**src/rtl/mod_counter.sv**
```systemverilog
// rtl/mod_counter.sv - parametrised modulo up/down counter with prescaler, load, terminal pulse and sticky overflow
//
// Purpose:
//   Modulo-MODULO up/down counter. It steps once every PRESCALE enabled cycles.
//   - A synchronous load has priority over a step.
//   - A wrap event (or a blocked step in saturating mode) produces a one-cycle
//     registered terminal pulse and sets a sticky overflow flag.
//   - count feeds the 7-segment digit decoder; terminal cascades into a
//     following counter stage.
//
// Optional feature macro: MOD_COUNTER_SATURATE_EN
//   Defined   : the counter saturates at MODULO-1 (up) and 0 (down). Each blocked
//               step is a saturate event.
//   Undefined : the counter wraps around (default).
//
// Parameters:
//   WIDTH    - counter width in bits
//   MODULO   - count range 0..MODULO-1, 2 <= MODULO <= 2**WIDTH
//   PRESCALE - enabled cycles per count step, >= 1
//
// Ports:
//   system_clock  in   1      rising-edge clock
//   system_reset  in   1      synchronous active-high reset
//   enable        in   1      advances the prescaler; counter holds while low
//   up_down       in   1      1 = count up, 0 = count down (sampled on tick)
//   load          in   1      synchronous load request
//   load_value    in   WIDTH  value to load (out-of-range values load 0)
//   clear_ovf     in   1      clears overflow (a same-edge event wins)
//   count         out  WIDTH  registered counter value
//   tick          out  1      combinational step strobe
//   terminal      out  1      one-cycle pulse after a wrap/saturate event
//   overflow      out  1      sticky wrap/saturate flag

module mod_counter #(
  parameter int WIDTH    = 9,
  parameter int MODULO   = 2**WIDTH,
  parameter int PRESCALE = 1
) (
  input  logic             system_clock,
  input  logic             system_reset,
  input  logic             enable,
  input  logic             up_down,
  input  logic             load,
  input  logic [WIDTH-1:0] load_value,
  input  logic             clear_ovf,
  output logic [WIDTH-1:0] count,
  output logic             tick,
  output logic             terminal,
  output logic             overflow
);

  // The prescaler needs at least one bit, even when PRESCALE = 1.
  localparam int                PS_W    = (PRESCALE > 1) ? $clog2(PRESCALE) : 1;
  localparam logic [PS_W-1:0]   PS_LAST = PS_W'(PRESCALE - 1);

  // MODULO may equal 2**WIDTH. It is held at WIDTH+1 bits so that the load
  // range check still works in that case.
  localparam logic [WIDTH:0]    MOD_EXT = (WIDTH + 1)'(MODULO);
  localparam logic [WIDTH-1:0]  CNT_MAX = WIDTH'(MODULO - 1);

  logic [PS_W-1:0]  ps_q, ps_d;
  logic [WIDTH-1:0] count_q, count_d;
  logic             terminal_q, terminal_d;
  logic             overflow_q, overflow_d;

  logic             ps_last;
  logic             tick_s;
  logic             at_max;
  logic             at_min;
  logic             limit_hit;
  logic             load_in_range;
  logic [WIDTH-1:0] count_inc;
  logic [WIDTH-1:0] count_dec;

  assign ps_last = (ps_q == PS_LAST);

  // A load on the tick cycle takes the edge, so the strobe is suppressed.
  // Reset also masks it so that no pulse leaks out while held in reset.
  assign tick_s = ~system_reset & enable & ps_last & ~load;

  assign at_max    = (count_q == CNT_MAX);
  assign at_min    = (count_q == '0);
  assign limit_hit = up_down ? at_max : at_min;

  assign load_in_range = ({1'b0, load_value} < MOD_EXT);

  // The step arithmetic is done at WIDTH+1 bits and truncated.
  // The carry/borrow is ignored because the wrap decision comes only from
  // the at_max/at_min compares.
  assign count_inc = WIDTH'({1'b0, count_q} + {{WIDTH{1'b0}}, 1'b1});
  assign count_dec = WIDTH'({1'b0, count_q} - {{WIDTH{1'b0}}, 1'b1});

  always_comb begin
    ps_d       = ps_q;
    count_d    = count_q;
    terminal_d = 1'b0;
    overflow_d = overflow_q & ~clear_ovf;

    if (load) begin
      // A load restarts the prescaler phase and is never a wrap event.
      ps_d    = '0;
      count_d = load_in_range ? load_value : '0;
    end else begin
      if (enable) begin
        ps_d = ps_last ? '0 : ps_q + 1'b1;
      end

      if (tick_s) begin
        if (limit_hit) begin
          // The event sets overflow after the clear term above, so a
          // same-edge clear_ovf loses.
          terminal_d = 1'b1;
          overflow_d = 1'b1;
`ifdef MOD_COUNTER_SATURATE_EN
          count_d    = count_q;
`else
          count_d    = up_down ? '0 : CNT_MAX;
`endif
        end else begin
          count_d = up_down ? count_inc : count_dec;
        end
      end
    end
  end

  always_ff @(posedge system_clock) begin
    if (system_reset) begin
      ps_q       <= '0;
      count_q    <= '0;
      terminal_q <= 1'b0;
      overflow_q <= 1'b0;
    end else begin
      ps_q       <= ps_d;
      count_q    <= count_d;
      terminal_q <= terminal_d;
      overflow_q <= overflow_d;
    end
  end

  assign count    = count_q;
  assign tick     = tick_s;
  assign terminal = terminal_q;
  assign overflow = overflow_q;

endmodule

```
**config.mk**
```make
export PLATFORM = sky130hd
export DESIGN_NAME = mod_counter
export DESIGN_NICKNAME = d
export VERILOG_FILES = /design/src/rtl/mod_counter.sv
export SDC_FILE = /design/constraint.sdc
export NUM_CORES = 1
export LEC_CHECK = 0
export BUFFER_PORTS_ARGS = -buffer_cell sky130_fd_sc_hd__buf_2
export CORE_MARGIN = 2
export CORE_UTILIZATION = 40
export DETAILED_ROUTE_END_ITERATION = 12
export HOLD_SLACK_MARGIN = 0.05
export MAX_ROUTING_LAYER = met4
export PLACE_DENSITY = 0.67
export SLEW_MARGIN = 20
export SYNTH_ARGS = -nofsm -noshare
export SYNTH_HDL_FRONTEND = slang
export SYNTH_SLANG_ARGS = --single-unit
```
**constraint.sdc**
```tcl
create_clock -name system_clock -period 2.2 [get_ports system_clock]
set_clock_uncertainty 0.2 [all_clocks]
set_input_delay 0 -clock system_clock [delete_from_list [all_inputs] [get_ports system_clock]]
set_output_delay 0 -clock system_clock [all_outputs]
set_load 0.01 [all_outputs]
```
==> run summary <==
status: finished clean
top cell type's share of synthesized area: 0.233
ANT nets after route: 0
Slew headroom: 0.735
IO Pins: 27
worst reg2reg startpoint: count[0]$_SDFFE_PP0P_
Reg clk slew, reported paths: 80 ps
fin crit share: 0.956
Sw Ratio: 0.378
R2R setup slack: 100 ps
Min-Delay Path Class: in2reg
fraction of layout cells with a size suffix above 1: 0.238
Post-CTS Setup Inserts: 0
Die Footprint: 2770 um2
Final Max Tran Viols: 0
CTS root buffer: clkbuf_4
clock network fraction of total power: 0.205
wirelength, routed: 2780 um
Starting Density: 0.424
Avg WL per Cell: 14.5 um
sequential power share: 0.356
Post-synth top flop: dfxtp_1
Comb pwr share: 0.438
Peak Freq: 0.476 GHz
Final HPWL DP: 2060 um
Placer Congestion: 0.914
setup TNS: 0 ps
multi-input logic area: 687 um2
WHS Path Cells: 6
top cell type by total area after synthesis: dfxtp_1
# setup viols final: 0
Die Wd: 52.6 um
Via Count: 1,088
crit-path cells: fa_1, a21o_1, a311o_1, a21oi_2, o2111a_1, a211oi_2
internal power: 444 uW
# rows: 17
CP peak stage delay: 430 ps
H-tree depth: 1
vias per inst: 5.67
Iteration-0 DRC Markers: 9
kind of critical path: reg2reg
Switch Pwr: 270 uW
Setup crit end: count[8]$_SDFFE_PP0P_
launch point of the worst path: count[0]$_SDFFE_PP0P_
TritonRoute pass-1 iters: 4
number of clock sinks: 11
CP required: 2160 ps
Post-synth ARST share: 0
area delta synth->final: 37.6%
worst skew pair latency: 270 ps
Max Cap Viol: 0
Area contributors post-synth: dfxtp_1 (23%), ha_1 (9.3%), nor3_1 (6.3%)
GRT Util Overall: 0.238
post-synth design cell area: 946 um2
Critical Path AT: 2060 ps
post-synthesis sequential area ratio: 0.233
RSZ-0062 raised after global routing: no
Critical R2R Capture: count[8]$_SDFFE_PP0P_
vias in the first global route: 1,081
pin count of the biggest net entering global routing: 16
CP Capture Type: flip-flop
yosys warns: 0
nets: 188
cts bufs inserted: 3
initial antenna violation count: 0
hold slack: 102 ps
Post-synth EDFFs: 0
chip height: 52.6 um
Fin. Hold Viols: 0
first-pass GRT wire length: 4730 um
Area after DPL: 1120 um2
TritonCTS clock tree: built
Max Buffers Root-to-Sink: 2
startpoint types: flip-flop
post-synthesis cell count: 118
reg2reg path depth: 6
# fillers: 210
commonest cells after routing, fill and taps aside: buf_2 (26), dlygate4sd3_1 (15), nor3_1 (12)
slowest stage cell, crit path: fa_1
gr ovfl total: 0
Reg area: 220 um2
Avg Cell Area, Syn: 8.02 um2
min cycle time layout: 2100 ps
commonest non-fill, non-tap cell in the layout: buf_2
crit-path max FO: 3
port buffer count: 26
maximum VDD drop: 0.388 mV
fin area: 1300 um2
post-synth net total: 141
register bit count reported by yosys: 11
leakage: 0.603 nW
antenna cells: 0
# DRC: 0
PD cells: 549 nW/um2
Final Power: 714 uW
post-synthesis cell type count: 38
worst slew pin tran: 396 ps
core area: 2230 um2
[how the worst min path moves through the flow]
stage                        startpoint               endpoint  slack, ps
after floorplan           load_value[0]  count[0]$_SDFFE_PP0P_        -60
after global placement        clear_ovf    overflow$_SDFF_PP0_         70
after detailed placement  load_value[0]  count[0]$_SDFFE_PP0P_         40
after CTS                       up_down  count[8]$_SDFFE_PP0P_         90
after global routing            up_down  count[8]$_SDFFE_PP0P_        160
final                           up_down  count[6]$_SDFFE_PP0P_        100
[area by class of cell]
type                    instances  area share
clock buffers                   4      0.0202
inverters                       4      0.0115
multi-input cells              99       0.528
flip-flops and latches         11       0.169
well taps                      28      0.0269
repair buffers                 46       0.244
[registers in the layout, summed over array words and instances (netlist names)]
register and cells:
terminal 1, count 9, overflow 1
[routing by layer]
metal | routed length [um] | global-route usage
met1 | 1240 | 0.278
met2 | 1340 | 0.404
met3 | 151 | 0.0486
met4 | 52 | 0.0855
met5 | 0 | -
[worst max-delay path: cells and delay by family (launching register included)]
| kind | cells | cell delay, ps |
|---|---|---|
| AOI/OAI and AO/OA | 5 | 1030 |
| adders and majority gates | 1 | 430 |
| DFF | 1 | 330 |
[through the flow]
stage	cells	util	worst slack [ps]
4_1_cts	192	0.583	86.5
3_5_place_dp	173	0.504	98.4
2_1_floorplan	118	-	80.1
3_3_place_gp	173	0.504	141
6_report	192	0.583	97.2
5_1_grt	192	0.583	2.71
[cell usage after synthesis (2+ instances only)]
cell / count
a21o_1: 4
inv_1: 4
nand3_1: 2
ha_1: 7
nor4b_1: 2
nand2_1: 5
a21oi_1: 10
mux2i_1: 3
or3_1: 3
xnor2_1: 4
nand2b_1: 2
nor3_1: 12
nor2_1: 10
clkbuf_1: 2
o21ai_0: 9
a211oi_1: 3
dfxtp_1: 11
nor4_1: 2
nand4_1: 3
a211o_1: 2
[cell families (layout without fill, tap and decap cells)]
group | count (synthesis) | after routing | synth area share
muxes | 3 | 3 | 0.0317
and+or+nand+nor | 47 | 47 | 0.283
adders and majority gates | 8 | 8 | 0.114
AOI/OAI and AO/OA | 36 | 36 | 0.251
DFF | 11 | 11 | 0.233
buffers and inverters | 8 | 54 | 0.0410
xor gates and xnor gates | 5 | 5 | 0.0463
[power groups by stage]
stage	clock network, mW	logic, mW	registers [mW]
2_1_floorplan	0	0.190	0.265
3_3_place_gp	0	0.283	0.257
3_5_place_dp	0	0.289	0.260
4_1_cts	0.147	0.312	0.255
5_1_grt	0.159	0.349	0.258
6_report	0.147	0.313	0.254
[timing repair]
action / CTS / global route
gates resized for setup: 0 / 0
hold buffers: 15 / 0
endpoints found under the hold margin: 11 / 0
setup endpoints to repair: 0 / 2
Power figures use the tool's default switching activity.
